### src/rtl/reg_wr_arbiter.sv
// Register-file write arbiter: core writeback vs. debug writes, with
// starvation boost for the debug port and a sequenced x1..x31 clear.
module reg_wr_arbiter #(
   parameter int unsigned STARVE_LIMIT = 4
) (
   input  logic        i_clk,
   input  logic        i_rst_n,
   input  logic        i_req0_valid,
   output logic        o_req0_ready,
   input  logic [4:0]  i_req0_addr,
   input  logic [31:0] i_req0_data,
   input  logic        i_req1_valid,
   output logic        o_req1_ready,
   input  logic [4:0]  i_req1_addr,
   input  logic [31:0] i_req1_data,
   input  logic        i_clr_start,
   output logic        o_rd_wren,
   output logic [4:0]  o_rd_addr,
   output logic [31:0] o_rd_data,
   output logic        o_busy,
   output logic        o_clr_done
);

   typedef enum logic {IDLE, CLEAR} state_t;

   state_t     state_q, state_d;
   logic [3:0] starve_q;
   logic       boost;
   logic       xfer0, xfer1;
   logic       in_idle;

   assign in_idle = (state_q == IDLE);
   assign boost   = (starve_q == 4'(STARVE_LIMIT));
   assign xfer0   = i_req0_valid & o_req0_ready;
   assign xfer1   = i_req1_valid & o_req1_ready;

   // Readies are gated by reset so nothing is accepted while held in reset.
   always_comb begin
      o_req0_ready = 1'b0;
      o_req1_ready = 1'b0;
      if (i_rst_n && in_idle && !i_clr_start) begin
         if (boost) begin
            o_req1_ready = 1'b1;
         end else begin
            o_req0_ready = 1'b1;
            o_req1_ready = !i_req0_valid;
         end
      end
   end

   always_comb begin
      state_d = state_q;
      unique case (state_q)
         IDLE:  if (i_clr_start) state_d = CLEAR;
         CLEAR: if (o_rd_addr == 5'd31) state_d = IDLE;
         default: state_d = IDLE;
      endcase
   end

   always_ff @(posedge i_clk or negedge i_rst_n) begin
      if (!i_rst_n) state_q <= IDLE;
      else          state_q <= state_d;
   end

   always_ff @(posedge i_clk or negedge i_rst_n) begin
      if (!i_rst_n) begin
         starve_q <= 4'd0;
      end else if (in_idle) begin
         if (xfer1)
            starve_q <= 4'd0;
         else if (i_req1_valid && !o_req1_ready && !boost)
            starve_q <= starve_q + 4'd1;
      end
   end

   // The output address register doubles as the clear sequence counter.
   always_ff @(posedge i_clk or negedge i_rst_n) begin
      if (!i_rst_n) begin
         o_rd_wren <= 1'b0;
         o_rd_addr <= 5'd0;
         o_rd_data <= 32'd0;
      end else if (in_idle) begin
         if (i_clr_start) begin
            o_rd_wren <= 1'b1;
            o_rd_addr <= 5'd1;
            o_rd_data <= 32'd0;
         end else if (xfer0) begin
            o_rd_wren <= (i_req0_addr != 5'd0);
            o_rd_addr <= i_req0_addr;
            o_rd_data <= i_req0_data;
         end else if (xfer1) begin
            o_rd_wren <= (i_req1_addr != 5'd0);
            o_rd_addr <= i_req1_addr;
            o_rd_data <= i_req1_data;
         end else begin
            o_rd_wren <= 1'b0;
         end
      end else if (o_rd_addr == 5'd31) begin
         o_rd_wren <= 1'b0;
      end else begin
         o_rd_wren <= 1'b1;
         o_rd_addr <= o_rd_addr + 5'd1;
         o_rd_data <= 32'd0;
      end
   end

   assign o_busy     = (state_q == CLEAR);
   assign o_clr_done = o_busy && (o_rd_addr == 5'd31);

endmodule

### config.mk
export PLATFORM = sky130hd
export DESIGN_NAME = reg_wr_arbiter
export DESIGN_NICKNAME = d
export VERILOG_FILES = /design/src/rtl/reg_wr_arbiter.sv
export SDC_FILE = /design/constraint.sdc
export NUM_CORES = 1
export LEC_CHECK = 0
export ABC_CLOCK_PERIOD_IN_PS = 2100
export BUFFER_PORTS_ARGS = -buffer_cell sky130_fd_sc_hd__buf_2
export CAP_MARGIN = 30
export CORE_AREA = 2 2 78 80
export DETAILED_ROUTE_END_ITERATION = 8
export DIE_AREA = 0 0 80 82
export PLACE_DENSITY = 0.84
export SETUP_SLACK_MARGIN = 0.02
export SYNTH_ARGS = -nofsm -noshare
export SYNTH_HDL_FRONTEND = slang
export SYNTH_SLANG_ARGS = --single-unit
### constraint.sdc
create_clock -name i_clk -period 2.1 [get_ports i_clk]
set_input_delay 0.315 -clock i_clk [delete_from_list [all_inputs] [get_ports i_clk]]
set_output_delay 0.315 -clock i_clk [all_outputs]
set_load 0.01 [all_outputs]
==> flow_summary.json, run 1 <==
{
  "status": "finished, final reports clean",
  "ir_drop_mv": 0.457,
  "max_freq_mhz": 501,
  "ys_seq_area_share_pct": 47.5,
  "h-tree-depth": 2,
  "worst-endpoint-arrival_ps": 2160,
  "worst-setup-path-type": "register to register",
  "period_needed_ps": 2000,
  "period_share_pct": 95.0,
  "seqPwrFrac_pct": 44.9,
  "fp.dieW_um": 80,
  "clock_path_buffers": 2,
  "syn_nets": 277,
  "finalHoldViolCount": 0,
  "drtIter0Drc": 100,
  "rr_endpoint": "o_rd_data[28]",
  "slew_violations": 0,
  "clockPowerShare_pct": 22.9,
  "cp-start-kind": "register",
  "synth-edff-count": 0,
  "ys_async_sr_fraction_pct": 100,
  "critPathRequiredTime_ps": 2270,
  "grt_max_degree": 29,
  "ios": 121,
  "row_count": 28,
  "die_area_mm2": 0.00656,
  "rsz0062_at_grt": "false",
  "yosysTopAreaCell": "dfrtp_1",
  "root_buffer": "clkbuf_8",
  "swShare_pct": 32.7,
  "grt_use_total_pct": 17.6,
  "synthesis.instances": 194,
  "place.gp.congestion": 0.897,
  "cts_buffers": 5,
  "layout.nets": 404,
  "p_comb_share_pct": 32.1,
  "slowest_delay_ps": 400,
  "first_pass_iters": 4,
  "viasPerCell": 5.27,
  "ant_nets": 0,
  "min_path_type": "primary input to async pin",
  "synth_most_common_cell": "dfrtp_1",
  "cp_common_cell": "ha_1",
  "p_sw_uw": 738,
  "final_layout_size_suffix_gt1_share_pct": 47.2,
  "clk_pin_slew_ps": 90,
  "setup.worst_path.end_class": "register",
  "synth.distinct_cells": 40,
  "cts_tree": "yes",
  "grt_pass1_wl_um": 8960,
  "tns_ps": 0,
  "syn_area_per_cell_um2": 11.7,
  "setup_viol": 0,
  "grt_pass1_vias": 1957,
  "antenna_found_initial": 0,
  "vias": 2093,
  "ys.flop_type": "dfrtp_1",
  "port_buffers": 120,
  "drc": 0,
  "routed_wl_um": 5990,
  "core_mm2": 0.00575,
  "antennaDiodeCount": 0,
  "routedWlPerCell_um": 15.1,
  "finalWorstSetupSlack_ps": 104,
  "p_int_uw": 1520,
  "die_h_um": 82,
  "clock_latency_ps": 290,
  "overflow": 0,
  "yosysWarnings": 0,
  "ff2ff_setup_slack_ps": 100,
  "initial_core_util_pct": 39.4,
  "yosys.area.top_type_share_pct": 47.5,
  "cap_violations": 0,
  "netlist_area_mm2": 0.00226,
  "area_growth_pct": 36.5,
  "slowest_stage": "dfrtp_1",
  "worst_r2r_path_depth": 9,
  "worst_pin_slew_ps": 308,
  "place_hpwl_um": 4530,
  "r2r-start": "o_rd_addr[0]",
  "yosys_register_bits": 43,
  "dpl_worst_slack_ps": 69.6,
  "synth_commonest_cells": "dfrtp_1, mux2i_1, o2bb2ai_1",
  "synth.area.top_cells": "dfrtp_1, mux2i_1, o2bb2ai_1",
  "finClkSkew_ps": 11.1,
  "clkSinkCount": 43,
  "leakagePower_uw": 0.00160,
  "worstPathCellList": "ha_1, and3_1, ha_1, nand2_2, inv_2, a21o_1, and2_4, buf_12, o2bb2ai_1",
  "power_density_mw_per_mm2": 730,
  "max_slew_margin_pct": 79.5,
  "path_max_fanout": 28
}
## metal layers
layer	up-vias	track usage, %	share of wire [%]
met1	1024	22.9	43
met4	0	3.90	0.38
li1	984	-	-
met2	81	29.8	50
met3	4	4.29	6.7
met5	-	0	0
## metrics by stage
| step | utilization (%) | cell area [µm²] | hold WS, ps | total power (µW) | instances |
|---|---|---|---|---|---|
| floorplan | - | 2270 | 19.4 | 1450 | 194 |
| global placement | 51.9 | 2980 | 159 | 1710 | 387 |
| detailed placement | 51.9 | 2980 | 155 | 1750 | 387 |
| CTS | 53.6 | 3080 | 75.5 | 2280 | 396 |
| global route | 53.8 | 3090 | 96.0 | 2420 | 397 |
| finish | 53.8 | 3090 | 86.2 | 2260 | 397 |
## registers in the layout (all words and copies together), names as in the netlist
register / flops
o_rd_data: 32
o_rd_addr: 5
starve_q: 4
o_busy: 1
o_rd_wren: 1
## cells in the final DEF (no fill, tap or decap), types with 2 or more instances in the layout
cell type / instances
buf_2: 120
dfrtp_1: 42
mux2i_1: 34
o2bb2ai_1: 32
buf_4: 10
nand3_1: 7
nor2_1: 6
nand2_1: 5
clkbuf_8: 5
inv_1: 4
ha_1: 4
nor2b_1: 3
o211ai_1: 3
a21oi_1: 3
and3_1: 2
and2_1: 2
o21a_1: 2
nand4_1: 2
o21ai_2: 2
nor3b_1: 2
o21ai_0: 2
a31oi_1: 2
buf_12: 2
## area by class of cell
| class | count | area (µm²) |
|---|---|---|
| Timing Repair Buffer | 133 | 726 |
| Sequential cell | 43 | 1080 |
| Inverter | 5 | 18.8 |
| Fill cell | 540 | 2660 |
| Clock buffer | 6 | 72.6 |
| Clock inverter | 2 | 12.5 |
| Multi-Input combinational cell | 133 | 1090 |
| Tap cell | 75 | 93.8 |
## critical path: cells and delay by family, from the launching register on
kind            cells  cell delay [ps]
flops               1              400
fa+ha+maj           2              420
compound gates      2              330
simple gates        3              500
buf+inv             2              210
## cell families after synthesis
kind of cell	count (synthesis)	share of synthesized area (%)
compound gates	54	19.3
fa+ha+maj	4	2.21
buf+inv	18	4.59
flops	43	47.5
mux	36	16.2
simple gates	39	10.1
## worst max path at each step
stage | slack, ps | cells past startpoint | to | startpoint
CTS | 40 | 9 | o_rd_data[28] | o_rd_addr[0]
global placement | 160 | 9 | o_rd_data[30] | o_rd_addr[0]
floorplan | 40 | 10 | o_rd_data[0] | o_rd_addr[0]
finish | 100 | 9 | o_rd_data[28] | o_rd_addr[0]
global route | 20 | 9 | o_rd_data[30] | o_rd_addr[0]
detailed placement | 70 | 9 | o_rd_data[23] | o_rd_addr[0]
## power groups by stage
stage	registers, µW	logic, µW	clock network, µW
2_1_floorplan	1040	407	0
3_3_place_gp	1020	695	0
3_5_place_dp	1030	724	0
4_1_cts	1010	730	540
5_1_grt	1020	809	585
6_report	1010	725	518
## timing repair
item,CTS,global route
endpoints found under the hold margin,2,0
resized for setup,0,2
buffers inserted,0,1
setup endpoints to repair,0,33
hold buffers,1,0
(Power assumes the default switching activity.)
==> inputs of run 2 (changes only) <==
--- a/config.mk
+++ b/config.mk
@@ -6,7 +6,7 @@
 export NUM_CORES = 1
 export LEC_CHECK = 0
 export ABC_CLOCK_PERIOD_IN_PS = 2100
-export BUFFER_PORTS_ARGS = -buffer_cell sky130_fd_sc_hd__buf_2
+export BUFFER_PORTS_ARGS = -buffer_cell sky130_fd_sc_hd__buf_4
 export CAP_MARGIN = 30
 export CORE_AREA = 2 2 78 80
 export DETAILED_ROUTE_END_ITERATION = 8
==> run 2 against run 1 <==
  * Routed wire length up 3.7%
  * Maximum frequency grew 0.13%
  * Critical path depth is 6 lower
  * Global-route usage up 1.4 points
  * Cell count rose by 0.25%
  * Clock power down 2%
  * Critical path type is now register to primary output
==> flow_summary.json, run 2 (synthesis results as in run 1) <==
{
  "setup.worst_path.end_class": "primary output",
  "top_regs": "o_rd_data x32, o_rd_addr x5, starve_q x4",
  "grt_use_total_pct": 19.0,
  "r2r-start": "o_rd_addr[0]",
  "clk_pin_slew_ps": 80,
  "final_layout_size_suffix_gt1_share_pct": 47.1,
  "grt_pass1_vias": 2013,
  "cap_violations": 0,
  "period_share_pct": 94.9,
  "path_max_fanout": 12,
  "leakagePower_uw": 0.00168,
  "period_needed_ps": 1990,
  "drc": 0,
  "final_cell_mix": "buf_4, dfrtp_1, mux2i_1",
  "worst_pin_slew_ps": 406,
  "routed_wl_um": 6210,
  "area_growth_pct": 50.1,
  "ant_nets": 0,
  "dpl_worst_slack_ps": 70.9,
  "setup_viol": 0,
  "initial_core_util_pct": 39.4,
  "clkSinkCount": 43,
  "ios": 121,
  "overflow": 0,
  "worst_r2r_path_depth": 9,
  "root_buffer": "clkbuf_8",
  "fp.dieW_um": 80,
  "port_buffers": 120,
  "worst-endpoint-arrival_ps": 1680,
  "die_area_mm2": 0.00656,
  "clock_path_buffers": 2,
  "grt_max_degree": 29,
  "status": "finished, final reports clean",
  "first_pass_iters": 4,
  "finClkSkew_ps": 8.22,
  "grt_pass1_wl_um": 9650,
  "critPathRequiredTime_ps": 1780,
  "slew_violations": 0,
  "routedWlPerCell_um": 15.6,
  "ir_drop_mv": 0.355,
  "h-tree-depth": 2,
  "dpl.cell_count": 387,
  "mostFrequentLayoutCell": "buf_4",
  "core_mm2": 0.00575,
  "layout.nets": 405,
  "hold_ws_ps": 47.8,
  "viasPerCell": 5.24,
  "max_slew_margin_pct": 72.9,
  "finalHoldViolCount": 0,
  "antenna_found_initial": 0,
  "clock_latency_ps": 290,
  "max_freq_mhz": 502,
  "antennaDiodeCount": 0,
  "largest_reg_flops": 32,
  "vias": 2084,
  "cp-start-kind": "register",
  "cts_tree": "yes",
  "cts_buffers": 5,
  "min_path_type": "primary input to async pin",
  "startpoint": "o_busy",
  "worst-setup-path-type": "register to primary output",
  "final_cells": 398,
  "row_count": 28,
  "place.gp.congestion": 0.865,
  "die_h_um": 82,
  "tns_ps": 0,
  "drtIter0Drc": 90,
  "regMostFlops": "o_rd_data",
  "place_hpwl_um": 4800,
  "power_density_mw_per_mm2": 684,
  "rsz0062_at_grt": "false",
  "finalWorstSetupSlack_ps": 107
}
==> run 2: cell count changes in the layout (fill, tap and decap cells not counted), sizes merged <==
cell  change
buf       +1
==> run 2: timing repair <==
action                     4_1_cts  5_1_grt
buffers inserted                 0        2
resized for setup                0        1
setup endpoints to repair        0       32
hold endpoints to repair         1        0
hold buffers                     1        0
==> run 2: layout make-up <==
class | instances | area (µm²)
clock inverters | 2 | 12.5
well taps | 75 | 93.8
flip-flops and latches | 43 | 1080
multi-input cells | 133 | 1090
inverters | 5 | 18.8
repair buffers | 134 | 1030
clock buffers | 6 | 72.6
fillers | 502 | 2350
==> run 2: final timing paths <==
check	slack (ps)	endpoint
max	110	o_req1_ready
min	50	o_rd_wren
max reg2reg	110	o_rd_data[14]
min reg2reg	490	o_rd_data[3]
max in group asynchronous	1590	starve_q[3]
min in group i_clk	290	o_rd_addr[3]
==> run 2: routing by layer <==
metal	global-route usage, %	vias to the layer above	part of all wire [%]
li1	-	995	-
met3	5.16	2	8.4
met1	24.2	999	40
met5	0	-	0
met2	32.7	88	51
met4	3.56	0	0.24
==> run 2: per-stage QoR <==
step	util (%)	total power (µW)	area [µm²]
after global placement	57.2	1790	3280
after detailed placement	57.2	1830	3280
after floorplan	-	1450	2270
after CTS	58.8	2340	3380
final	59.1	2320	3400
after global routing	59.1	2490	3400
==> run 2: power by group <==
group,total (µW),internal [µW],switching (µW)
registers,1010,922,89.6
logic,804,441,363
clock network,507,233,274
==> run 2: worst max-delay path, stage by stage (launching register included) <==
cell	delay, ps
dfrtp_1	530
or3b_4	490
a21oi_2	200
buf_4	160
